==> src/rtl/sum_normalizer46_if.sv <==
// Handshake bundle for sum_normalizer46: the upstream sum channel and the downstream normalized-result channel.
interface sum_normalizer46_if #(
  parameter int SUM_W  = 46,
  parameter int MANT_W = 24,
  parameter int CNT_W  = 6
);
  logic              in_valid;
  logic              in_ready;
  logic [SUM_W-1:0]  sum_in;
  logic              out_valid;
  logic              out_ready;
  logic [MANT_W-1:0] norm_mant;
  logic              guard;
  logic              sticky;
  logic [CNT_W-1:0]  lz_cnt;
  logic              zero;

  modport master (
    output in_valid, sum_in, out_ready,
    input  in_ready, out_valid, norm_mant, guard, sticky, lz_cnt, zero
  );

  modport slave (
    input  in_valid, sum_in, out_ready,
    output in_ready, out_valid, norm_mant, guard, sticky, lz_cnt, zero
  );
endinterface

==> src/rtl/sum_normalizer46.sv <==
// Iterative left-normalizer for the adder sum: shifts until the MSB is set, reports mantissa/guard/sticky/shift count.
// Optional FAST_NORM_SHIFT4_EN adds a 4-bit skip when the top nibble is zero.
module sum_normalizer46 #(
  parameter int SUM_W  = 46,
  parameter int MANT_W = 24,
  parameter int CNT_W  = 6
) (
  input  logic             clk,
  input  logic             rst,
  sum_normalizer46_if.slave bus
);
  typedef enum logic [1:0] {IDLE, SHIFT, DONE} state_t;

  state_t           state_q, state_d;
  logic [SUM_W-1:0] work_q, work_d;
  logic [CNT_W-1:0] cnt_q, cnt_d;
  logic             done;

  always_ff @(posedge clk or posedge rst) begin
    if (rst) begin
      state_q <= IDLE;
      work_q  <= '0;
      cnt_q   <= '0;
    end else begin
      state_q <= state_d;
      work_q  <= work_d;
      cnt_q   <= cnt_d;
    end
  end

  always_comb begin
    state_d = state_q;
    work_d  = work_q;
    cnt_d   = cnt_q;
    case (state_q)
      IDLE: begin
        if (bus.in_valid) begin
          work_d  = bus.sum_in;
          cnt_d   = '0;
          state_d = (bus.sum_in == '0) ? DONE : SHIFT;
        end
      end
      SHIFT: begin
        // A nonzero value can never shift to zero, so this loop always terminates.
        if (work_q[SUM_W-1]) begin
          state_d = DONE;
        end
`ifdef FAST_NORM_SHIFT4_EN
        else if (work_q[SUM_W-1 -: 4] == '0) begin
          work_d = work_q << 4;
          cnt_d  = cnt_q + CNT_W'(4);
        end
`endif
        else begin
          work_d = work_q << 1;
          cnt_d  = cnt_q + CNT_W'(1);
        end
      end
      DONE: begin
        if (bus.out_ready) state_d = IDLE;
      end
      default: state_d = IDLE;
    endcase
  end

  assign done          = (state_q == DONE);
  assign bus.in_ready  = (state_q == IDLE);
  assign bus.out_valid = done;

  // Only a zero input reaches DONE with an all-zero work register.
  assign bus.norm_mant = done ? work_q[SUM_W-1 -: MANT_W] : '0;
  assign bus.guard     = done & work_q[SUM_W-1-MANT_W];
  assign bus.sticky    = done & (|work_q[SUM_W-2-MANT_W:0]);
  assign bus.lz_cnt    = done ? cnt_q : '0;
  assign bus.zero      = done & (work_q == '0);
endmodule

==> src/flat_wrapper.sv <==
// flat-port wrapper written by rule: the top's interface ports become plain ports
module sum_normalizer46_flat 
#(
  parameter int SUM_W  = 46,
  parameter int MANT_W = 24,
  parameter int CNT_W  = 6
)
  (clk, rst, bus_in_valid, bus_sum_in, bus_out_ready, bus_in_ready, bus_out_valid, bus_norm_mant, bus_guard, bus_sticky, bus_lz_cnt, bus_zero);
  sum_normalizer46_if #(.SUM_W(SUM_W), .MANT_W(MANT_W), .CNT_W(CNT_W)) bus_i ();
  input  logic clk;
  input  logic rst;
  input wire logic [$bits(bus_i.in_valid)-1:0] bus_in_valid;
  input wire logic [$bits(bus_i.sum_in)-1:0] bus_sum_in;
  input wire logic [$bits(bus_i.out_ready)-1:0] bus_out_ready;
  output wire logic [$bits(bus_i.in_ready)-1:0] bus_in_ready;
  output wire logic [$bits(bus_i.out_valid)-1:0] bus_out_valid;
  output wire logic [$bits(bus_i.norm_mant)-1:0] bus_norm_mant;
  output wire logic [$bits(bus_i.guard)-1:0] bus_guard;
  output wire logic [$bits(bus_i.sticky)-1:0] bus_sticky;
  output wire logic [$bits(bus_i.lz_cnt)-1:0] bus_lz_cnt;
  output wire logic [$bits(bus_i.zero)-1:0] bus_zero;
  assign bus_i.in_valid = bus_in_valid;
  assign bus_i.sum_in = bus_sum_in;
  assign bus_i.out_ready = bus_out_ready;
  assign bus_in_ready = bus_i.in_ready;
  assign bus_out_valid = bus_i.out_valid;
  assign bus_norm_mant = bus_i.norm_mant;
  assign bus_guard = bus_i.guard;
  assign bus_sticky = bus_i.sticky;
  assign bus_lz_cnt = bus_i.lz_cnt;
  assign bus_zero = bus_i.zero;
  sum_normalizer46 #(.SUM_W(SUM_W), .MANT_W(MANT_W), .CNT_W(CNT_W)) u_core (.clk(clk), .rst(rst), .bus(bus_i));
endmodule
==> config.mk <==
export PLATFORM = sky130hd
export DESIGN_NAME = sum_normalizer46_flat
export DESIGN_NICKNAME = d
export VERILOG_FILES = /design/src/rtl/sum_normalizer46_if.sv /design/src/rtl/sum_normalizer46.sv /design/src/flat_wrapper.sv
export SDC_FILE = /design/constraint.sdc
export NUM_CORES = 1
export LEC_CHECK = 0
export CAP_MARGIN = 15
export CORE_MARGIN = 8
export CORE_UTILIZATION = 47
export CTS_CLUSTER_DIAMETER = 50
export DETAILED_ROUTE_END_ITERATION = 8
export PLACE_DENSITY_LB_ADDON = 0.1
export SLEW_MARGIN = 20
export SYNTH_ARGS = -nofsm -noshare
export SYNTH_HDL_FRONTEND = slang
export SYNTH_SLANG_ARGS = --single-unit
export TNS_END_PERCENT = 50
==> constraint.sdc <==
create_clock -name clk -period 2.2 [get_ports clk]
set_input_delay 0.55 -clock clk [delete_from_list [all_inputs] [get_ports clk]]
set_output_delay 0.55 -clock clk [all_outputs]
set_load 0.005 [all_outputs]
==> impl_results.md <==
- CP Launch Type: flop
- FF-to-FF End: u_core.work_q[44]
- Drt pass-1 iters: 5
- Worst path top cell family by delay: simple AND/OR/NAND/NOR gates
- Number of global-route vias before repair: a little under 3,000
- Slew headroom: roughly three quarters
- Power Density: 1160 nW/um2
- Max Cap Viol: 0
- Pre-CTS WS: -0.318 ns
- Crit-path max FO: 2
- Gpl congestion: slightly above 0.8
- Die ar.: around 8600 um2
- Syn Nets: 365
- Root Driver: clkbuf_8
- Worst-path clk slew: approximately 0.1 ns
- Net load switching power: 0.00193 W
- Endpoints failing setup: 2
- WHS Path Cells: 2
- Worst slew pin tran: ~0.38 ns
- Critical hold path startpoint: u_core.work_q[15]
- Synth area leaders: dfrtp_1 49%, nand2_1 13%, a22oi_1 12%
- Tcrit/Tclk final: 108%
- Overall routing resource usage: approximately a fifth
- IO buf count: 84
- Diode count: 0
- Wire per inst: about 17 um
- Main combinational cell family by area after synthesis: simple AND/OR/NAND/NOR gates
- HPWL Detailed: 6410 um
- Final Hold Fails: 0
- Fin util: between 70% and 80%
- Layout Nets: approximately 500
- Clock skew: around 0.0043 ns
- DRC violations left: 0
- Via count: a little under 3,000
- Final setup TNS: -0.264 ns
- Status: finished, violations left
- CP Capture Type: output pin
- RSZ-0062 raised after global routing: true
- R2R setup slack: approximately 0.46 ns
- First-pass GRT wire length: about 14,000 um
- Worst Hold Class: flop to flop
- Simple-Gate Fraction of Synth Area: a little under a third
- Starting Density: about 48%
- Overflow after GRT: 0
- Cells along the critical path: nor4_2 -> nand3_1 -> or3_4 -> nor4_4 -> buf_2
- Multiplexer share of the synthesized area: 0.769%
- XOR/XNOR share of the synthesized area: under 10%
- CP max-delay cell: dfrtp_1
- Crit path required time: about 1.7 ns
- Final wirelength: 8950 um
- Reg power frac: a little over a third
- Via-per-instance ratio: 5.55
- Syn Area/Cell: 8.81 um2
- Netlist cell types: 30
- Critical path's largest stage delay: 0.41 ns
- Switch share: approximately 39%
- Worst setup margin: -0.177 ns
- Post-CTS Hold Buffers: 0
- CTS tree: done
- I/O pins: 85
- Die Width: between 90 and 100 um
- Maximum clock path buffer count: 2
- Area share of fa/ha/maj cells after synthesis: less than 1%
- Share of cells above drive strength 1: 22.3%
- Initial antenna violation count: 0
- Internal Power: between 0.003 and 0.004 W
- Hold Path End: u_core.work_q[15]
- Failing checks: negative setup slack
- Post-synthesis cell count: ~310
- Yosys top cell by area: dfrtp_1
- Largest net degree at the start of global routing: between 50 and 60
- Htree depth: 2
- Leakage: ~2.1 nW
- Flop and latch count out of synthesis: 54
- Synth Area in Compound Gates: between 10% and 20%
- DRT antenna net count: 0
- Sink Count: 54
- CP Class: flop to output pin
- Peak supply drop: 709 uV
- Reg2reg path depth: 5
- Comb power frac: between 50% and 60%
- Skew-Pair Late Insertion Delay: roughly 0.31 ns
- # fillers: 480
- Minimum clock period: 2.38 ns
- CORE AREA: between 5000 and 6000 um2
- Initial DRC Count: about 190
- Fmax: approximately 420 MHz
- Synth Cell Area: between 2000 and 3000 um2
- WHS: about 0.52 ns
- Max-slew violations: 0
- Share of the synthesized area in the top cell type: between 40% and 50%
- Buf/Inv on CP: 1
- Layout area overhead: 53.6%
- Clock power frac: 12.4%
- Worst r2r src: u_core.work_q[45]
- Sequential fraction of the synthesis area: 48.8%
- Arr. time, crit path: 1.83 ns
- Rows: 28
- Ys Warns: 0
- Die Y: between 90 and 100 um
- CTS buffer count: 5
cells in the final DEF (no fill, tap or decap), drive strengths merged:
| master | Yosys | final |
|---|---|---|
| nand2 | 93 | 93 |
| buf | 6 | 63 |
| dfrtp | 54 | 54 |
| clkdlybuf4s50 | 0 | 50 |
| a22oi | 44 | 44 |
| and2 | 31 | 31 |
| clkbuf | 14 | 22 |
| nor4 | 21 | 21 |
| clkdlybuf4s15 | 0 | 14 |
| nor2 | 13 | 13 |
| nand4 | 5 | 5 |
| xor2 | 4 | 4 |
| inv | 4 | 4 |
| nor3 | 3 | 3 |
| a21oi | 3 | 3 |
| dlygate4sd2 | 0 | 3 |
| nor3b | 2 | 2 |
| o21ai | 2 | 2 |
| nand3 | 2 | 2 |
| o22a | 2 | 2 |
| dlymetal6s2s | 0 | 2 |
| or3 | 2 | 2 |
| mux2 | 1 | 1 |
| and3 | 1 | 1 |
| a21o | 1 | 1 |
| a22o | 1 | 1 |
| and2b | 1 | 1 |
| o31a | 1 | 1 |
| a221o | 1 | 1 |
| mux2i | 1 | 1 |
| ha | 1 | 1 |
| clkinv | 0 | 1 |
layout make-up:
| class | instances | area, um2 | area share (%) |
|---|---|---|---|
| multi-input cells | 236 | 1380 | 32.4 |
| clock buffers | 7 | 96.3 | 2.27 |
| inverters | 4 | 15.0 | 0.353 |
| clock inverters | 1 | 8.76 | 0.206 |
| flip-flops and latches | 54 | 1350 | 31.8 |
| repair buffers | 147 | 1310 | 30.8 |
| well taps | 75 | 93.8 | 2.21 |
routing by layer:
layer | GRT usage, % | routed length [um] | vias up
met5 | 0 | 0 | -
met4 | 5.23 | 118 | 0
met3 | 5.58 | 626 | 12
met2 | 34.4 | 4420 | 113
met1 | 24.3 | 3790 | 1413
li1 | - | - | 1369
worst register-to-register path, stage by stage, from the launching register on:
cell and delay (ns):
dfrtp_1 0.41, buf_4 0.18, nor3b_4 0.36, buf_4 0.31, nor3_1 0.10, a221o_1 0.27
power groups by stage:
stage,Sequential [W],Clock (W),Combinational (W)
6_report,0.00177,0.000615,0.00256
3_3_place_gp,0.00170,0,0.00239
5_1_grt,0.00182,0.000670,0.00281
2_1_floorplan,0.00173,0,0.00118
4_1_cts,0.00175,0.000618,0.00245
3_5_place_dp,0.00174,0,0.00245
worst max-delay path by stage:
stage	start	endpoint	slack, ns	cells after the start
3_5_place_dp	u_core.work_q[22]	bus_zero	-0.32	5
4_1_cts	u_core.work_q[35]	bus_zero	-0.17	5
5_1_grt	u_core.work_q[35]	bus_zero	-0.26	5
3_3_place_gp	u_core.work_q[26]	bus_zero	-0.32	5
6_report	u_core.work_q[35]	bus_zero	-0.18	5
2_1_floorplan	u_core.work_q[45]	bus_zero	0.26	5
cells in the mapped netlist, drive strengths merged:
library cell and n:
a21o 1, a21oi 3, a221o 1, a22o 1, a22oi 44, and2 31, and2b 1, and3 1
buf 6, clkbuf 14, dfrtp 54, ha 1, inv 4, mux2 1, mux2i 1, nand2 93
nand3 2, nand4 5, nor2 13, nor3 3, nor3b 2, nor4 21, o21ai 2, o22a 2
o31a 1, or3 2, xor2 4
repair_timing:
| action | in CTS | in global routing |
|---|---|---|
| hold endpoints to repair | 0 | 0 |
| buffers inserted | 1 | 5 |
| cloned | 0 | 1 |
| gates resized for setup | 47 | 45 |
| endpoints found under the setup margin | 34 | 5 |
| pin swaps | 4 | 0 |
kinds of logic after synthesis:
kind of cell,after synthesis
DFF,54
and+or+nand+nor,174
adders and majority gates,1
AOI/OAI and AO/OA,55
buffers and inverters,24
muxes,2
xor gates and xnor gates,4
stage by stage:
step,total power (W),instances,area (um2)
2_1_floorplan,0.00291,314,2770
3_3_place_gp,0.00410,509,4070
3_5_place_dp,0.00419,509,4070
4_1_cts,0.00482,518,4200
5_1_grt,0.00530,524,4250
6_report,0.00494,524,4250
state kept, by name (all words and copies together), names as in the netlist:
signal	flops
u_core.cnt_q	6
u_core.state_q	2
u_core.work_q	46
Power figures use the tool's default switching activity.
